<file path="config.mk">
export PLATFORM = sky130hd
export DESIGN_NAME = flush_response_filter
export DESIGN_NICKNAME = d
export VERILOG_FILES = /design/src/rtl/flush_response_filter.sv
export SDC_FILE = /design/constraint.sdc
export NUM_CORES = 1
export LEC_CHECK = 0
export ABC_AREA = 0
export CAP_MARGIN = 0
export CORE_ASPECT_RATIO = 1.2
export CORE_MARGIN = 2
export CORE_UTILIZATION = 45
export DETAILED_ROUTE_END_ITERATION = 12
export GPL_TIMING_DRIVEN = 0
export PLACE_DENSITY = 0.7
export RECOVER_POWER = 25
export SYNTH_ARGS = -nofsm -noshare
export SYNTH_HDL_FRONTEND = slang
export SYNTH_SLANG_ARGS = --single-unit
export TNS_END_PERCENT = 50
</file>
<file path="constraint.sdc">
create_clock -name clk_i -period 4.81 [get_ports clk_i]
set_clock_uncertainty 0.1 [all_clocks]
set_input_delay 0.962 -clock clk_i [delete_from_list [all_inputs] [get_ports clk_i]]
set_output_delay 0.962 -clock clk_i [all_outputs]
set_load 0.01 [all_outputs]
</file>
<file path="src/rtl/flush_response_filter.sv">
// Response filter for a flushable request path: counts live and stale requests in flight and
// absorbs responses to flushed work. Optional sticky error port under FLUSH_RSP_FILTER_ERR_EN.
module flush_response_filter #(
    parameter type T              = logic,
    parameter int  MaxOutstanding = 4,
    parameter int  CntW           = $clog2(MaxOutstanding + 1)
) (
    input  logic            clk_i,
    input  logic            rst_ni,
    input  logic            flush_i,
    input  logic            req_valid_i,
    input  logic            req_ready_i,
    output logic            req_gate_o,
    input  logic            rsp_valid_i,
    output logic            rsp_ready_o,
    input  T                rsp_data_i,
    output logic            rsp_valid_o,
    input  logic            rsp_ready_i,
    output T                rsp_data_o,
    output logic [CntW-1:0] outstanding_o,
`ifdef FLUSH_RSP_FILTER_ERR_EN
    output logic            err_o,
`endif
    output logic            dropping_o
);

    logic [CntW-1:0] live_q, live_d;
    logic [CntW-1:0] stale_q, stale_d;
    logic            out_full_q, out_full_d;
    T                out_data_q, out_data_d;

    logic            req_hs;
    logic            rsp_hs;
    logic            rsp_unexpected;
    logic [CntW:0]   total;
    logic [CntW:0]   flush_total;

    // One extra bit so the sum of both counters can never alias.
    assign total = {1'b0, live_q} + {1'b0, stale_q};

    assign req_gate_o     = total < (CntW + 1)'(MaxOutstanding);
    assign rsp_ready_o    = flush_i | (stale_q != '0) | ~out_full_q | rsp_ready_i;
    assign req_hs         = req_valid_i & req_ready_i & req_gate_o;
    assign rsp_hs         = rsp_valid_i & rsp_ready_o;
    assign rsp_unexpected = rsp_hs & (total == '0);

    assign rsp_valid_o   = out_full_q;
    assign rsp_data_o    = out_data_q;
    assign outstanding_o = live_q;
    assign dropping_o    = (stale_q != '0);

    always_comb begin
        live_d      = live_q;
        stale_d     = stale_q;
        out_full_d  = out_full_q;
        out_data_d  = out_data_q;
        flush_total = total + {{CntW{1'b0}}, req_hs};

        if (flush_i) begin
            // Everything in flight, including a same-cycle request, becomes stale.
            if (rsp_hs && (total != '0)) begin
                flush_total = flush_total - (CntW + 1)'(1);
            end
            live_d     = '0;
            stale_d    = flush_total[CntW-1:0];
            out_full_d = 1'b0;
        end else begin
            if (out_full_q && rsp_ready_i) begin
                out_full_d = 1'b0;
            end
            if (rsp_hs) begin
                if (stale_q != '0) begin
                    stale_d = stale_q - CntW'(1);
                end else if (live_q != '0) begin
                    live_d     = live_q - CntW'(1);
                    out_full_d = 1'b1;
                    out_data_d = rsp_data_i;
                end
            end
            if (req_hs) begin
                live_d = live_d + CntW'(1);
            end
        end
    end

    always_ff @(posedge clk_i or negedge rst_ni) begin
        if (!rst_ni) begin
            live_q     <= '0;
            stale_q    <= '0;
            out_full_q <= 1'b0;
            out_data_q <= '0;
        end else begin
            live_q     <= live_d;
            stale_q    <= stale_d;
            out_full_q <= out_full_d;
            out_data_q <= out_data_d;
        end
    end

`ifdef FLUSH_RSP_FILTER_ERR_EN
    logic err_q;

    always_ff @(posedge clk_i or negedge rst_ni) begin
        if (!rst_ni) begin
            err_q <= 1'b0;
        end else if (rsp_unexpected) begin
            err_q <= 1'b1;
        end
    end

    assign err_o = err_q;
`else
    logic unused_unexpected;
    assign unused_unexpected = rsp_unexpected;
`endif

`ifndef SYNTHESIS
    unexpected_rsp_a : assert property (@(posedge clk_i) disable iff (!rst_ni) !rsp_unexpected)
        else $warning("flush_response_filter: response with nothing outstanding");
`endif

endmodule
</file>
==> results of run 1 <==
-- final timing paths --
kind,startpoint,end,cells past startpoint
min,rsp_data_o$_DFFE_PN0P_,rsp_data_o$_DFFE_PN0P_,1
min reg2reg,rsp_data_o$_DFFE_PN0P_,rsp_data_o$_DFFE_PN0P_,1
max reg2reg,stale_q[0]$_DFFE_PN0P_,stale_q[1]$_DFFE_PN0P_,11
max in group asynchronous,rst_ni,outstanding_o[2]$_DFF_PN0_,1
min in group asynchronous,rst_ni,rsp_data_o$_DFFE_PN0P_,1
max,stale_q[0]$_DFFE_PN0P_,req_gate_o,6
-- per-stage QoR --
| stage | instance area (µm²) | util (%) | power (W) |
|---|---|---|---|
| 2_1_floorplan | 823 | - | 0.000338 |
| 3_5_place_dp | 996 | 59.2 | 0.000423 |
| 4_1_cts | 1020 | 60.6 | 0.000484 |
| 5_1_grt | 1020 | 60.6 | 0.000531 |
| 6_report | 1020 | 60.6 | 0.000485 |
| 3_3_place_gp | 996 | 59.2 | 0.000417 |
-- routing by layer --
| metal | up-vias | routed length [µm] |
|---|---|---|
| met5 | - | 0 |
| met4 | 0 | 21 |
| met3 | 3 | 90 |
| met2 | 17 | 898 |
| met1 | 334 | 767 |
| li1 | 360 | - |
-- cell type report --
type,instances,area share (%)
multi-input combinational,64,55.7
inverter,14,5.16
buffer,1,0.369
tap,18,2.21
timing repair buffer,15,14.7
sequential,8,19.7
clock buffer,3,2.21
-- report_power, final --
| group | total, W | internal [W] | switching (W) |
|---|---|---|---|
| Sequential | 0.000114 | 0.0000878 | 0.0000262 |
| Combinational | 0.000314 | 0.000157 | 0.000157 |
| Clock | 0.0000570 | 0.0000289 | 0.0000281 |
| Total | 0.000485 | 0.000274 | 0.000211 |
-- sequential cells by signal (all words and copies together), names as in the netlist --
register / count
outstanding_o: 3
stale_q: 3
rsp_data_o: 1
rsp_valid_o: 1
-- cells in the mapped netlist --
cell type / instances / share of area [%]
or3_1: 1 / 0.76
mux2i_1: 1 / 1.2
a2111oi_0: 1 / 1.1
xor2_1: 1 / 1.1
fa_1: 1 / 2.4
a2111oi_4: 1 / 3.3
nor3b_2: 1 / 1.5
or4b_1: 1 / 1.2
nor2b_4: 1 / 1.7
ha_1: 11 / 17
nor3_1: 3 / 1.8
nor2_1: 5 / 2.3
nor4b_4: 1 / 2.9
a41oi_1: 1 / 1.1
o31ai_1: 1 / 0.91
inv_1: 13 / 5.9
nand4b_1: 1 / 1.1
and4bb_2: 1 / 1.5
or4_1: 2 / 1.8
xnor2_1: 3 / 3.2
a31oi_1: 1 / 0.76
and4_1: 1 / 1.1
clkbuf_1: 1 / 0.46
and2_2: 1 / 0.91
nand4_1: 1 / 0.76
o311a_1: 1 / 1.2
inv_2: 1 / 0.46
dfrtp_1: 8 / 24
mux2_2: 1 / 1.4
a2bb2oi_2: 1 / 1.8
a31o_2: 1 / 1.1
o21ai_0: 2 / 1.2
nand2_1: 6 / 2.7
a311o_1: 1 / 1.2
nor2b_1: 1 / 0.76
a211oi_1: 5 / 4.6
a21oi_1: 3 / 1.8
-- cell families (layout without fill, tap and decap cells) --
group,after synthesis,after routing
compound gates,19,19
flops,8,8
buf+inv,15,33
simple gates,27,27
fa+ha+maj,12,12
mux,2,2
xor+xnor,4,4
==> results.sh, run 1 <==
export IMPL_synth_top_family_by_area="simple AND/OR/NAND/NOR gates"
export IMPL_area_growth_pct=23.7
export IMPL_drt_vias_per_instance=5.80
export IMPL_use_met3_pct=3.89
export IMPL_core_area_um2=1680
export IMPL_fin_ws_ns=1.12
export IMPL_cp_num_buf_inv=2
export IMPL_root_buffer="clkbuf_4"
export IMPL_ys_seq_area_share_pct=24.3
export IMPL_rsz0062_at_grt="no"
export IMPL_place_hpwl_um=1380
export IMPL_clock_fmax_mhz=271
export IMPL_hold_class="reg -> reg"
export IMPL_drt_iter0_drc=17
export IMPL_dpl_cell_count=120
export IMPL_diodes=0
export IMPL_hold_ws_ns=0.416
export IMPL_cp_top_family="adder cells"
export IMPL_reg2reg_slack_ns=1.39
export IMPL_drc_errors=0
export IMPL_regArea_um2=200
export IMPL_fp_dieW_um=43.0
export IMPL_pre_cts_slack_ns=1.36
export IMPL_grt_max_degree=11
export IMPL_wl_um=1780
export IMPL_fillers=155
export IMPL_dr_pass1_iters=4
export IMPL_clock_path_buffers=2
export IMPL_synth_nets=107
export IMPL_grt_overflow=0
export IMPL_leakage_nw=0.436
export IMPL_yosysWarnings=0
export IMPL_io_buffers=15
export IMPL_grt_pass1_wl_um=3130
export IMPL_cpPeakStageDelay_ns=0.49
export IMPL_synth_xor_area_share_pct=4.26
export IMPL_cts_setup_buffers=0
export IMPL_worst_pin_slew_ns=0.543
export IMPL_tns_ns=0
export IMPL_ios=16
export IMPL_critPathKind="reg -> out"
export IMPL_via_count=714
export IMPL_path_cells="ha_1, fa_1, nor2b_1, a41oi_1, inv_1, clkdlybuf4s50_1"
export IMPL_synth_compound_area_share_pct=20.1
export IMPL_syn_inst=87
export IMPL_synth_cell_type_count=37
export IMPL_setup_viol_count_final=0
export IMPL_fin_nets=127
export IMPL_synth_fa_ha_area_share_pct=19.1
export IMPL_cts_sinks=8
export IMPL_h_tree_depth=1
export IMPL_use_met1_pct=21.8
export IMPL_antenna_left=0
export IMPL_fin_cells=123
export IMPL_vdd_drop_max_v=0.000261
export IMPL_drive_above_1_share_pct=12.4
export IMPL_std_cell_rows=16
export IMPL_power_density_nw_per_um2=476
export IMPL_final_cell_mix="14 x clkdlybuf4s50_1, 13 x inv_1, 11 x ha_1"
export IMPL_met2_usage_pct=34.6
export IMPL_detail_route_wl_per_cell_um=14.4
export IMPL_clk_pin_slew_ns=0.06
export IMPL_slew_headroom_pct=63.3
export IMPL_layout_commonest_cell="clkdlybuf4s50_1"
export IMPL_syn_avg_cell_area_um2=9.46
export IMPL_cts_buffers_inserted=3
export IMPL_dieArea_um2=2190
export IMPL_endpoint_kind="primary output"
export IMPL_synth_mux_area_share_pct=2.58
export IMPL_finalHoldViolCount=0
export IMPL_slowest_stage="a41oi_1"
export IMPL_fin_crit_sh_pct=76.6
export IMPL_worstSetupStartpointType="flop"
export IMPL_grtUsageTotal_pct=18.8
export IMPL_critPathArrivalTime_ns=2.62
export IMPL_start_util_pct=49.0
export IMPL_outcome="complete, no violations"
export IMPL_busiest_layer="met2"
export IMPL_antenna_found_initial=0
export IMPL_drv_cap=0
export IMPL_yosys_area_share_simple_pct=22.8
export IMPL_die_h_um=50.9
export IMPL_crit_fanout=7
export IMPL_first_global_vias=721
export IMPL_cts_repair_resized=0
export IMPL_cts_hold_buf=0
export IMPL_cp_required_ns=3.75
export IMPL_globalplace_congestion=0.828
export IMPL_syn_cell_area_um2=823
export IMPL_maxSlewViolCount=0
export IMPL_ys_ff_latch=8
export IMPL_min_period_ns=3.69
export IMPL_cts_tree="built"
export IMPL_multiInputGateArea_um2=567
export IMPL_clkLatencyLatePin_ns=0.27
Note: power is estimated with default switching activity, not from simulation.
==> run 2: changes to the inputs <==
- clock period: 4.81 -> 3.5 ns (I/O delays scaled with it)
==> results.sh, run 2 (synthesis gave the netlist of run 1 again) <==
export IMPL_hold_class="reg -> reg"
export IMPL_maxSlewViolCount=0
export IMPL_rsz0062_at_grt="no"
export IMPL_slew_headroom_pct=72.6
export IMPL_critPathKind="reg -> out"
export IMPL_layout_commonest_cell="clkdlybuf4s50_1"
export IMPL_placed_cell_area_um2=996
export IMPL_clock_fmax_mhz=309
export IMPL_outcome="complete, no violations"
export IMPL_fin_nets=127
export IMPL_h_tree_depth=1
export IMPL_worst_pin_slew_ns=0.409
export IMPL_clock_path_buffers=2
export IMPL_leakage_nw=0.437
export IMPL_clkLatencyLatePin_ns=0.27
export IMPL_core_area_um2=1680
export IMPL_tns_ns=0
export IMPL_total_power_w=0.000672
export IMPL_power_density_nw_per_um2=655
export IMPL_clk_pin_slew_ns=0.06
export IMPL_final_util_pct=61.0
export IMPL_grt_pass1_wl_um=3130
export IMPL_drt_iter0_drc=17
export IMPL_place_hpwl_um=1380
export IMPL_diodes=0
export IMPL_grt_overflow=0
export IMPL_fillers=153
export IMPL_vdd_drop_max_v=0.000359
export IMPL_grtUsageTotal_pct=18.8
export IMPL_globalplace_congestion=0.828
export IMPL_final_cell_mix="14 x clkdlybuf4s50_1, 13 x inv_1, 11 x ha_1"
export IMPL_crit_fanout=7
export IMPL_cts_buffers_inserted=3
export IMPL_grt_max_degree=11
export IMPL_fin_crit_sh_pct=92.5
export IMPL_drive_above_1_share_pct=13.3
export IMPL_min_period_ns=3.24
export IMPL_antenna_found_initial=0
export IMPL_fin_cells=123
export IMPL_cts_hold_buf=0
export IMPL_dieArea_um2=2190
export IMPL_cts_tree="built"
export IMPL_start_util_pct=49.0
export IMPL_die_h_um=50.9
export IMPL_drt_vias_per_instance=5.92
export IMPL_via_count=728
export IMPL_root_buffer="clkbuf_4"
export IMPL_finalHoldViolCount=0
export IMPL_wl_um=1780
export IMPL_ios=16
export IMPL_drv_cap=0
export IMPL_dpl_cell_count=120
export IMPL_cts_sinks=8
export IMPL_fp_dieW_um=43.0
export IMPL_endpoint_kind="primary output"
export IMPL_setup_viol_count_final=0
export IMPL_io_buffers=15
export IMPL_first_global_vias=721
export IMPL_area_growth_pct=24.6
export IMPL_cp_required_ns=2.70
export IMPL_finalInstanceArea_um2=1030
export IMPL_std_cell_rows=16
export IMPL_dr_pass1_iters=4
export IMPL_worstSetupStartpointType="flop"
export IMPL_antenna_left=0
export IMPL_detail_route_wl_per_cell_um=14.5
export IMPL_critPathArrivalTime_ns=2.44
export IMPL_drc_errors=0
==> run 2: cell types whose count changed in the layout (fill, tap and decap cells not counted) <==
cell,delta
a41oi_1,-1
a41oi_2,+1
==> run 2: final timing paths <==
kind / start / end / slack, ns / cells past startpoint
worst max register to register: stale_q[0]$_DFFE_PN0P_ / stale_q[1]$_DFFE_PN0P_ / 0.27 / 11
worst min-delay path: rsp_data_o$_DFFE_PN0P_ / rsp_data_o$_DFFE_PN0P_ / 0.42 / 1
worst min register to register: rsp_data_o$_DFFE_PN0P_ / rsp_data_o$_DFFE_PN0P_ / 0.42 / 1
max in group asynchronous: rst_ni / outstanding_o[2]$_DFF_PN0_ / 2.33 / 1
min in group asynchronous: rst_ni / rsp_data_o$_DFFE_PN0P_ / 0.69 / 1
worst max-delay path: stale_q[0]$_DFFE_PN0P_ / req_gate_o / 0.26 / 6
==> run 2: critical path, cell delays in order (launching register included) <==
cell and delay (ns):
dfrtp_1 0.42, ha_1 0.24, fa_1 0.47, nor2b_1 0.18
a41oi_2 0.31, inv_1 0.07, clkdlybuf4s50_1 0.48
==> run 2: stage by stage <==
step	hold WS [ns]	setup WS, ns
after global routing	0.440	0.111
after CTS	0.415	0.0648
after global placement	0.392	0.157
after detailed placement	0.397	0.139
final	0.416	0.262
after floorplan	0.304	0.418
==> run 2: per-layer routing <==
layer | GRT usage (%) | share of wire (%) | vias up
met5 | 0 | 0 | -
met4 | 5.05 | 1.4 | 0
met3 | 3.89 | 4.7 | 5
met2 | 34.6 | 50 | 19
met1 | 21.8 | 43 | 343
li1 | - | - | 361
==> run 2: final cells by class <==
cell class,count,area [µm²],share of cell area [%]
buffer,1,3.75,0.366
multi-input combinational,64,574,56.0
clock buffer,3,22.5,2.20
inverter,14,52.6,5.12
timing repair buffer,15,150,14.6
tap,18,22.5,2.20
sequential,8,200,19.5
==> run 2: timing repair <==
item,CTS,global route
endpoints found under the hold margin,0,0
buffers inserted,0,0
gates resized for setup,0,1
setup endpoints to repair,0,2
==> run 2: where the power goes <==
part           total (W)  leakage (nW)  switching, W  internal, W
combinational   0.000437         0.320      0.000218     0.000219
clock          0.0000781        0.0138     0.0000383    0.0000397
sequential      0.000157         0.103     0.0000363     0.000121
total           0.000672         0.437      0.000293     0.000379
